## src/rtl/pmp_check_pipe_if.sv

```systemverilog
// Request/response handshake bundle between the address source (MMU/LSU) and the PMP checker.
// The checker side uses the slave modport; the requester side uses the master modport.
interface pmp_check_pipe_if #(
  parameter int PLEN       = 34,
  parameter int NR_ENTRIES = 8
);
  localparam int IDXW = $clog2(NR_ENTRIES);

  logic            req_valid_i;
  logic            req_ready_o;
  logic [PLEN-1:0] req_addr_i;
  logic [1:0]      req_acc_i;
  logic            req_m_i;
  logic            rsp_valid_o;
  logic            rsp_ready_i;
  logic            rsp_allow_o;
  logic            rsp_hit_o;
  logic [IDXW-1:0] rsp_idx_o;

  modport slave (
    input  req_valid_i, req_addr_i, req_acc_i, req_m_i, rsp_ready_i,
    output req_ready_o, rsp_valid_o, rsp_allow_o, rsp_hit_o, rsp_idx_o
  );

  modport master (
    output req_valid_i, req_addr_i, req_acc_i, req_m_i, rsp_ready_i,
    input  req_ready_o, rsp_valid_o, rsp_allow_o, rsp_hit_o, rsp_idx_o
  );
endinterface

```

## src/rtl/pmp_check_pipe.sv

```systemverilog
// Multi-entry PMP checker: owns pmpcfg/pmpaddr with lock semantics and resolves each request
// through a two-stage valid/ready pipe (S1 = per-entry match vector, S2 = priority-resolved verdict).
module pmp_check_pipe #(
  parameter int PLEN       = 34,
  parameter int PMP_LEN    = 32,
  parameter int NR_ENTRIES = 8,
  localparam int IDXW      = $clog2(NR_ENTRIES)
) (
  input  logic                          clk_i,
  input  logic                          rst_i,
  input  logic                          cfg_we_i,
  input  logic [IDXW-1:0]               cfg_idx_i,
  input  logic [7:0]                    cfg_wdata_i,
  input  logic                          addr_we_i,
  input  logic [IDXW-1:0]               addr_idx_i,
  input  logic [PMP_LEN-1:0]            addr_wdata_i,
  output logic [8*NR_ENTRIES-1:0]       cfg_o,
  output logic [PMP_LEN*NR_ENTRIES-1:0] addr_o,
  pmp_check_pipe_if.slave               bus
);

  localparam logic [1:0] A_TOR   = 2'b01;
  localparam logic [1:0] A_NA4   = 2'b10;
  localparam logic [1:0] A_NAPOT = 2'b11;

  logic [7:0]         r_cfg  [NR_ENTRIES];
  logic [PMP_LEN-1:0] r_addr [NR_ENTRIES];

  logic [NR_ENTRIES-1:0] w_cfg_lock;
  logic [NR_ENTRIES-1:0] w_addr_lock;
  logic [NR_ENTRIES-1:0] w_match;
  logic [NR_ENTRIES-1:0] w_perm;
  logic [7:0]            w_cfg_legal;
  logic                  w_cfg_wr_ok;
  logic                  w_addr_wr_ok;

  // WARL: reserved bits read as zero, and W without R is not a legal combination.
  assign w_cfg_legal  = {cfg_wdata_i[7], 2'b00, cfg_wdata_i[4:2],
                         cfg_wdata_i[1] & cfg_wdata_i[0], cfg_wdata_i[0]};
  assign w_cfg_wr_ok  = cfg_we_i & (32'(cfg_idx_i) < NR_ENTRIES) & ~w_cfg_lock[cfg_idx_i];
  assign w_addr_wr_ok = addr_we_i & (32'(addr_idx_i) < NR_ENTRIES) & ~w_addr_lock[addr_idx_i];

  always_ff @(posedge clk_i) begin
    if (rst_i) begin
      for (int i = 0; i < NR_ENTRIES; i++) begin
        r_cfg[i]  <= '0;
        r_addr[i] <= '0;
      end
    end else begin
      if (w_cfg_wr_ok)  r_cfg[cfg_idx_i]   <= w_cfg_legal;
      if (w_addr_wr_ok) r_addr[addr_idx_i] <= addr_wdata_i;
    end
  end

  for (genvar gi = 0; gi < NR_ENTRIES; gi++) begin : g_entry
    logic [PLEN-1:0] w_base;
    logic [PLEN-1:0] w_prev;
    logic [PLEN-1:0] w_byte;
    logic [PLEN-1:0] w_mask;
    logic            w_tor;
    logic            w_na4;
    logic            w_napot;

    assign cfg_o[8*gi +: 8]            = r_cfg[gi];
    assign addr_o[PMP_LEN*gi +: PMP_LEN] = r_addr[gi];
    assign w_cfg_lock[gi]              = r_cfg[gi][7];

    // A locked TOR entry above also freezes this entry's address, since it is that entry's lower bound.
    if (gi < NR_ENTRIES - 1) begin : g_nxt
      assign w_addr_lock[gi] = r_cfg[gi][7] | ((r_cfg[gi+1][4:3] == A_TOR) & r_cfg[gi+1][7]);
    end else begin : g_last
      assign w_addr_lock[gi] = r_cfg[gi][7];
    end

    if (gi == 0) begin : g_prev0
      assign w_prev = '0;
    end else begin : g_prevn
      assign w_prev = {r_addr[gi-1], 2'b00};
    end

    // x ^ (x+1) on {pmpaddr,2'b11} sets bits 0..k+2, i.e. size-1; all-ones wraps to a full mask.
    assign w_base  = {r_addr[gi], 2'b00};
    assign w_byte  = {r_addr[gi], 2'b11};
    assign w_mask  = ~(w_byte ^ (w_byte + PLEN'(1)));
    assign w_tor   = (w_prev <= bus.req_addr_i) && (bus.req_addr_i < w_base);
    assign w_na4   = (bus.req_addr_i[PLEN-1:2] == r_addr[gi]);
    assign w_napot = ((bus.req_addr_i & w_mask) == (w_base & w_mask));

    assign w_match[gi] = ((r_cfg[gi][4:3] == A_TOR)   & w_tor) |
                         ((r_cfg[gi][4:3] == A_NA4)   & w_na4) |
                         ((r_cfg[gi][4:3] == A_NAPOT) & w_napot);

    assign w_perm[gi] = (bus.req_acc_i == 2'd1) ? r_cfg[gi][1] :
                        (bus.req_acc_i == 2'd2) ? r_cfg[gi][2] : r_cfg[gi][0];
  end

  logic                  r_s1_valid;
  logic [NR_ENTRIES-1:0] r_s1_match;
  logic [NR_ENTRIES-1:0] r_s1_perm;
  logic [NR_ENTRIES-1:0] r_s1_lock;
  logic                  r_s1_m;

  logic                  r_s2_valid;
  logic                  r_s2_allow;
  logic                  r_s2_hit;
  logic [IDXW-1:0]       r_s2_idx;

  logic                  w_s2_free;
  logic                  w_s1_adv;
  logic                  w_accept;
  logic                  w_hit;
  logic                  w_allow;
  logic                  w_sel_perm;
  logic                  w_sel_lock;
  logic [IDXW-1:0]       w_idx;

  assign w_s2_free       = ~r_s2_valid | bus.rsp_ready_i;
  assign w_s1_adv        = r_s1_valid & w_s2_free;
  assign bus.req_ready_o = ~r_s1_valid | w_s1_adv;
  assign w_accept        = bus.req_valid_i & bus.req_ready_o;

  // Scanning downwards leaves the lowest matching entry selected.
  always_comb begin
    w_hit      = |r_s1_match;
    w_idx      = '0;
    w_sel_perm = 1'b0;
    w_sel_lock = 1'b0;
    for (int i = NR_ENTRIES - 1; i >= 0; i--) begin
      if (r_s1_match[i]) begin
        w_idx      = IDXW'(i);
        w_sel_perm = r_s1_perm[i];
        w_sel_lock = r_s1_lock[i];
      end
    end
    w_allow = w_hit ? ((r_s1_m & ~w_sel_lock) | w_sel_perm) : r_s1_m;
  end

  always_ff @(posedge clk_i) begin
    if (rst_i) begin
      r_s1_valid <= 1'b0;
      r_s1_match <= '0;
      r_s1_perm  <= '0;
      r_s1_lock  <= '0;
      r_s1_m     <= 1'b0;
    end else if (w_accept) begin
      r_s1_valid <= 1'b1;
      r_s1_match <= w_match;
      r_s1_perm  <= w_perm;
      r_s1_lock  <= w_cfg_lock;
      r_s1_m     <= bus.req_m_i;
    end else if (w_s1_adv) begin
      r_s1_valid <= 1'b0;
    end
  end

  always_ff @(posedge clk_i) begin
    if (rst_i) begin
      r_s2_valid <= 1'b0;
      r_s2_allow <= 1'b0;
      r_s2_hit   <= 1'b0;
      r_s2_idx   <= '0;
    end else if (w_s1_adv) begin
      r_s2_valid <= 1'b1;
      r_s2_allow <= w_allow;
      r_s2_hit   <= w_hit;
      r_s2_idx   <= w_idx;
    end else if (bus.rsp_ready_i) begin
      r_s2_valid <= 1'b0;
    end
  end

  assign bus.rsp_valid_o = r_s2_valid;
  assign bus.rsp_allow_o = r_s2_allow;
  assign bus.rsp_hit_o   = r_s2_hit;
  assign bus.rsp_idx_o   = r_s2_idx;

endmodule

```

## src/flat_wrapper.sv

```systemverilog
// flat-port wrapper written by rule: the top's interface ports become plain ports
module pmp_check_pipe_flat 
#(
  parameter int PLEN       = 34,
  parameter int PMP_LEN    = 32,
  parameter int NR_ENTRIES = 8,
  localparam int IDXW      = $clog2(NR_ENTRIES)
)
  (clk_i, rst_i, cfg_we_i, cfg_idx_i, cfg_wdata_i, addr_we_i, addr_idx_i, addr_wdata_i, cfg_o, addr_o, bus_req_valid_i, bus_req_addr_i, bus_req_acc_i, bus_req_m_i, bus_rsp_ready_i, bus_req_ready_o, bus_rsp_valid_o, bus_rsp_allow_o, bus_rsp_hit_o, bus_rsp_idx_o);
  pmp_check_pipe_if #(.PLEN(PLEN), .NR_ENTRIES(NR_ENTRIES)) bus_i ();
  input  logic clk_i;
  input  logic rst_i;
  input  logic cfg_we_i;
  input  logic [IDXW-1:0] cfg_idx_i;
  input  logic [7:0] cfg_wdata_i;
  input  logic addr_we_i;
  input  logic [IDXW-1:0] addr_idx_i;
  input  logic [PMP_LEN-1:0] addr_wdata_i;
  output logic [8*NR_ENTRIES-1:0] cfg_o;
  output logic [PMP_LEN*NR_ENTRIES-1:0] addr_o;
  input wire logic [$bits(bus_i.req_valid_i)-1:0] bus_req_valid_i;
  input wire logic [$bits(bus_i.req_addr_i)-1:0] bus_req_addr_i;
  input wire logic [$bits(bus_i.req_acc_i)-1:0] bus_req_acc_i;
  input wire logic [$bits(bus_i.req_m_i)-1:0] bus_req_m_i;
  input wire logic [$bits(bus_i.rsp_ready_i)-1:0] bus_rsp_ready_i;
  output wire logic [$bits(bus_i.req_ready_o)-1:0] bus_req_ready_o;
  output wire logic [$bits(bus_i.rsp_valid_o)-1:0] bus_rsp_valid_o;
  output wire logic [$bits(bus_i.rsp_allow_o)-1:0] bus_rsp_allow_o;
  output wire logic [$bits(bus_i.rsp_hit_o)-1:0] bus_rsp_hit_o;
  output wire logic [$bits(bus_i.rsp_idx_o)-1:0] bus_rsp_idx_o;
  assign bus_i.req_valid_i = bus_req_valid_i;
  assign bus_i.req_addr_i = bus_req_addr_i;
  assign bus_i.req_acc_i = bus_req_acc_i;
  assign bus_i.req_m_i = bus_req_m_i;
  assign bus_i.rsp_ready_i = bus_rsp_ready_i;
  assign bus_req_ready_o = bus_i.req_ready_o;
  assign bus_rsp_valid_o = bus_i.rsp_valid_o;
  assign bus_rsp_allow_o = bus_i.rsp_allow_o;
  assign bus_rsp_hit_o = bus_i.rsp_hit_o;
  assign bus_rsp_idx_o = bus_i.rsp_idx_o;
  pmp_check_pipe #(.PLEN(PLEN), .PMP_LEN(PMP_LEN), .NR_ENTRIES(NR_ENTRIES)) u_core (.clk_i(clk_i), .rst_i(rst_i), .cfg_we_i(cfg_we_i), .cfg_idx_i(cfg_idx_i), .cfg_wdata_i(cfg_wdata_i), .addr_we_i(addr_we_i), .addr_idx_i(addr_idx_i), .addr_wdata_i(addr_wdata_i), .cfg_o(cfg_o), .addr_o(addr_o), .bus(bus_i));
endmodule
```

## config.mk

```make
export PLATFORM = sky130hd
export DESIGN_NAME = pmp_check_pipe_flat
export DESIGN_NICKNAME = d
export VERILOG_FILES = /design/src/rtl/pmp_check_pipe_if.sv /design/src/rtl/pmp_check_pipe.sv /design/src/flat_wrapper.sv
export SDC_FILE = /design/constraint.sdc
export NUM_CORES = 1
export LEC_CHECK = 0
export BUFFER_PORTS_ARGS = -buffer_cell sky130_fd_sc_hd__buf_4
export CAP_MARGIN = 20
export CORE_ASPECT_RATIO = 0.75
export CORE_MARGIN = 8
export CORE_UTILIZATION = 55
export CTS_BUF_LIST = sky130_fd_sc_hd__clkbuf_4 sky130_fd_sc_hd__clkbuf_8
export CTS_CLUSTER_DIAMETER = 80
export DETAILED_ROUTE_END_ITERATION = 10
export HOLD_SLACK_MARGIN = 0.06
export PLACE_DENSITY_LB_ADDON = 0.12
export SYNTH_ARGS = -nofsm -noshare
export SYNTH_HDL_FRONTEND = slang
export SYNTH_SLANG_ARGS = --single-unit
```

## constraint.sdc

```tcl
create_clock -name clk_i -period 4.3 [get_ports clk_i]
set_input_delay 0.215 -clock clk_i [delete_from_list [all_inputs] [get_ports clk_i]]
set_output_delay 0.215 -clock clk_i [all_outputs]
set_load 0.01 [all_outputs]
```

# [Yosys cells after proc, flatten, opt, wreduce, memory -nomap -nowiden]
# Memories as Yosys holds them, arrays and structs flattened.
# Cells that the tools add are included.
[totals] memories=2 wordCells=255 ramBits=304 input_bits=89 regBits=32
[classes] reduce_logical=13 add_sub_neg=8 order_cmp=18 n_eq_ne=42 bitwise_logic=100 n_mux=63
[mem_list] name="u_core.r_addr" words=8 word_bits=32 rd=8 rd_ports_with_merged_regs=0 write_ports=8 line="pmp_check_pipe.sv:27" source="logic [PMP_LEN-1:0] r_addr [NR_ENTRIES];"
[mem_list] name="u_core.r_cfg" words=8 word_bits=6 rd=8 rd_ports_with_merged_regs=0 write_ports=8 line="pmp_check_pipe.sv:26" source="logic [7:0] r_cfg [NR_ENTRIES];"
[op_table] cell="34-bit bitwise AND" n=16
[op_table] cell="34-bit by 1-bit adder with 34-bit output (second input constant)" n=8
[op_table] cell="34-bit equality test" n=8
[op_table] cell="34-bit < comparator" n=8
[op_table] cell="34-bit NOT" n=8
[op_table] cell="34-bit bitwise XOR" n=8
[op_table] cell="32-bit equality test" n=8
[op_table] cell="34-bit <= comparator" n=7
[op_table] cell="1-bit 2-to-1 mux" n=49
[op_table] cell="1-bit bitwise AND" n=37
[op_table] cell="2-bit equality test (second input constant)" n=17
[op_table] cell="1-bit by 34-bit <= comparator with 1-bit output (first input constant)" n=1
[op_table] cell="32-bit 2-to-1 mux" n=1
[op_table] cell="32-bit OR reduction" n=1
[op_table] cell="3-bit 2-to-1 mux" n=10
[op_table] cell="1-bit bitwise OR" n=26
[op_table] cell="2-bit by 1-bit equality test with 1-bit output (second input constant)" n=9
[op_table] cell="1-bit logical AND" n=8
[op_table] cell="3-bit by 4-bit < comparator with 1-bit output (second input constant)" n=2
[op_table] cell="8-bit OR reduction" n=1
[op_table] cell="1-bit binary-select mux with 3-bit select" n=2
[op_table] cell="6-bit 2-to-1 mux" n=1
[op_table] cell="6-bit OR reduction" n=1
[op_table] cell="1-bit NOT" n=5
[op_table] cell="2-bit nonzero test" n=2

# [Depth between registers and ports, before layout]
# An unclocked memory read counts as a cell.
[logic_depth] word_depth=13 depth_mapped=19

# [Worst setup path after synthesis]
# OpenSTA, ideal clock, no wires.
[synth_timing] kind="register to register" from="memory u_core.r_cfg[7][3] in the netlist's numbering" to="memory u_core.r_addr[7][0] (enable)" synth_period_minus_slack_ns=4.131 t_arrival_ns=3.666 t_required_ns=3.834 setup_ns=0.466 stages_incl_launch_ff=7 path_slack_ns=0.169 path_cell_list="edfxtp_1 nor2b_1 o21ai_0 a21oi_1 o31ai_1 nand4_1 o21ai_0"
[synth_lines] item="start, declared" line="pmp_check_pipe.sv:26"
[synth_lines] item="end, declared" line="pmp_check_pipe.sv:27"

==> summary.txt <==
Run status
  – Status: complete, no violations

STA
  – Final setup vio count: 0
  – Fin Clk Skew: 44.53 ps
  – Fin crit period: 4101 ps
  – Slew HR: 0.2460
  – Slew @ Worst Pin: 1119 ps
  – Fin crit share: 0.9537
  – Pins Over Slew Limit: 0
  – Final hold violation count: 0
  – Fmax: 243.8 MHz

Yosys
  – Largest area contributor in the netlist: edfxtp_1
  – Async SR Flop Fraction: 0
  – Syn. warnings: 0
  – Avg Cell Area, Syn: 9.226 sq um
  – Cells after Synth: 3,299
  – Yosys cell types: 74
  – Top_reg_cell synth: edfxtp_1
  – Top-count cell post-synth: ha_1
  – Seq cells post-synth: 336
  – Synth area leaders: edfxtp_1 30%, ha_1 20%, xnor2_1 12%, and2_1 5.6%, inv_1 3.9%
  – Post-synth EDFFs: 304
  – Mapped cell area: 30,440 sq um
  – Sequential element share of the synthesized area: 0.3210
  – Synth top area share: 0.2999
  – Most frequent cells after synthesis: 497 x ha_1, 418 x xnor2_1, 320 x inv_1, 304 x edfxtp_1, 289 x nor2_1

Routing
  – Routed WL per cell: 25.48 um
  – Vias: 27,700
  – 1st-pass router iterations: 6
  – Routed Antenna Nets: 0
  – DR iter-0 viols: 2,812
  – Via-to-Cell Ratio: 5.986
  – Total wire length: 117,900 um
  – DRC violations left: 0

CTS
  – Sink Count: 336
  – H-tree Lvls: 2
  – CTS tree: done
  – CTS Buf Count: 56
  – Clock root buffer master: clkbuf_8
  – Worst skew pair latency: 710 ps
  – Clk slew on worst S/H paths: 70 ps
  – Longest Clk Path Bufs: 3

Worst setup path
  – Crit end category: flip-flop
  – Most used cell, CP: xnor2_1
  – Crit path kind: flip-flop to flip-flop
  – CP Launch Type: flip-flop
  – CP Data Arrival Time: 4710 ps
  – WP data required: 4910 ps
  – Slowest cell on the critical path: or4_1
  – Crit path max fanout: 4
  – CP peak stage delay: 550 ps
  – Critical-path cell list: and3_1 -> inv_1 -> or4_1 -> nor2_2 -> and4_2 -> nand3_2 -> nor4_4 -> buf_4 -> nand2_1 -> ha_1 -> xnor2_1 -> nor2_1 -> xnor2_1 -> nand4_1 -> nor4_2 -> a31oi_1 -> a211oi_1

Final layout
  – Share of layout cells above drive strength 1: 0.1672
  – Layout area overhead: 20.86%
  – Cell area after layout: 36,790 sq um
  – Final nets: 4,440
  – Final cell count without fillers: 4,627
  – Util after Layout: 0.6746

Global routing
  – Initial antenna violation count: 4
  – Number of global-route vias before repair: 26,980
  – Congestion Overflow GR: 0
  – Tot GR Track Use: 0.3594
  – First-pass GRT wire length: 168,900 um
  – Largest net degree at the start of global routing: 40

Floorplan
  – IO Count: 416
  – Cell row count: 74
  – Total core area: 54,530 sq um
  – Die Area: 63,200 sq um
  – Starting Density: 0.5581
  – DIE HEIGHT: 219.7 um
  – Die outline width: 287.6 um

Place
  – Routability cong.: 1.033
  – Placed cell count: 4,464
  – Area of placed instances: 34,860 sq um
  – PortBufs: 397
  – Hpwl dp: 97,620 um

Job
  – Max_cap viols: 0

Pwr
  – Cell Pwr Density: 260.8 nW/um^2
  – Leak pwr: 15.31 nW
  – Max VDD drop: 0.2810 mV

Hold path
  – Hold Path Class: input port to flip-flop
## power breakdown
| group | switching, mW | leakage, nW | internal, mW |
|---|---|---|---|
| clock | 1.46 | 0.654 | 1.80 |
| sequential | 0.252 | 3.38 | 3.71 |
| combinational | 1.39 | 11.3 | 0.978 |
| total | 3.10 | 15.3 | 6.49 |
## area by class of cell
class / instances / area [sq um]
inverter: 334 / 1254
antenna: 6 / 15.01
clock inverter: 20 / 205.2
fill: 4403 / 17750
multi-input combinational: 2574 / 19320
tap: 722 / 903.4
sequential: 336 / 9769
clock buffer: 83 / 1049
timing repair buffer: 552 / 4272
## worst max-delay path: cells and delay by family (launching register included)
family,cells,cell delay (ps)
adders and majority gates,1,320
and+or+nand+nor,10,2340
DFF,1,380
xor gates and xnor gates,2,360
AOI/OAI and AO/OA,2,360
buffers and inverters,2,250
## state kept, by name (all words and copies together) (netlist names)
register and count:
u_core.r_addr 256, u_core.r_s1_perm 8, u_core.bus.rsp_allow_o 1, u_core.r_s1_match 8, u_core.bus.rsp_hit_o 1, u_core.bus.rsp_idx_o 3, u_core.bus.rsp_valid_o 1, u_core.r_s1_valid 1
u_core.r_cfg 48, u_core.r_s1_lock 8, u_core.r_s1_m 1
## per-stage QoR
| step | setup WS [ps] | hold WS [ps] | TNS (ps) | power (mW) |
|---|---|---|---|---|
| 2_1_floorplan | 168.7 | 332.4 | 0 | 5.253 |
| 3_3_place_gp | 87.55 | 440.5 | 0 | 6.193 |
| 3_5_place_dp | -10.51 | 449.1 | -10.51 | 6.283 |
| 4_1_cts | 5.920 | 85.89 | 0 | 9.544 |
| 5_1_grt | -38.89 | 151.6 | -42.62 | 9.941 |
| 6_report | 199.0 | 150.4 | 0 | 9.594 |
## metal layers
metal | wire [um] | GRT usage | up-vias
li1 | - | - | 12610
met1 | 47360 | 0.4776 | 13310
met2 | 50640 | 0.5463 | 1530
met3 | 14970 | 0.1065 | 253
met4 | 4936 | 0.1432 | 0
met5 | 0 | 0 | -
## worst paths after layout
kind                       startpoint              endpoint  slack (ps)  depth (start not counted)
setup reg to reg  u_core.r_addr[0][1]  u_core.r_s1_match[0]         200                         17
setup / recovery  u_core.r_addr[0][1]  u_core.r_s1_match[0]         200                         17
hold reg to reg   u_core.r_s1_lock[5]   u_core.r_s1_lock[5]         460                          2
hold / removal           cfg_idx_i[1]    u_core.r_cfg[3][5]         150                          3
## placed cells by master, fill, tap and decap left out, types with 10 or more instances in the layout
cell type,count
nand4_1,150
nor2_1,287
nor4_1,43
a21o_1,20
o21ai_0,44
a31oi_1,10
and3_1,19
conb_1,16
ha_1,497
nand3_1,117
or3_1,13
xnor2_1,418
a211oi_1,28
clkbuf_4,16
nor3_1,40
o211ai_1,15
dlygate4sd3_1,51
a21oi_1,112
buf_4,500
dfxtp_1,32
inv_1,320
and2_1,272
xor2_1,66
edfxtp_1,304
clkbuf_8,68
nand2_1,227
nor2b_1,26
clkinv_1,18
## logic make-up after synthesis
kind of cell / after synthesis / synth area share
buffers and inverters: 404 / 0.05204
muxes: 10 / 0.003741
xor gates and xnor gates: 484 / 0.1393
other: 1 / 0.0001232
adders and majority gates: 497 / 0.2043
DFF: 336 / 0.3210
AOI/OAI and AO/OA: 303 / 0.06322
and+or+nand+nor: 1264 / 0.2163
## what timing repair did
item,4_1_cts,5_1_grt
pin swaps,0,10
setup buffers,0,2
cloned,0,0
hold buffers,51,0
setup endpoints to repair,1,5
gates resized for setup,1,21
hold endpoints to repair,316,0
No activity file was read; power rests on OpenSTA's default activity.
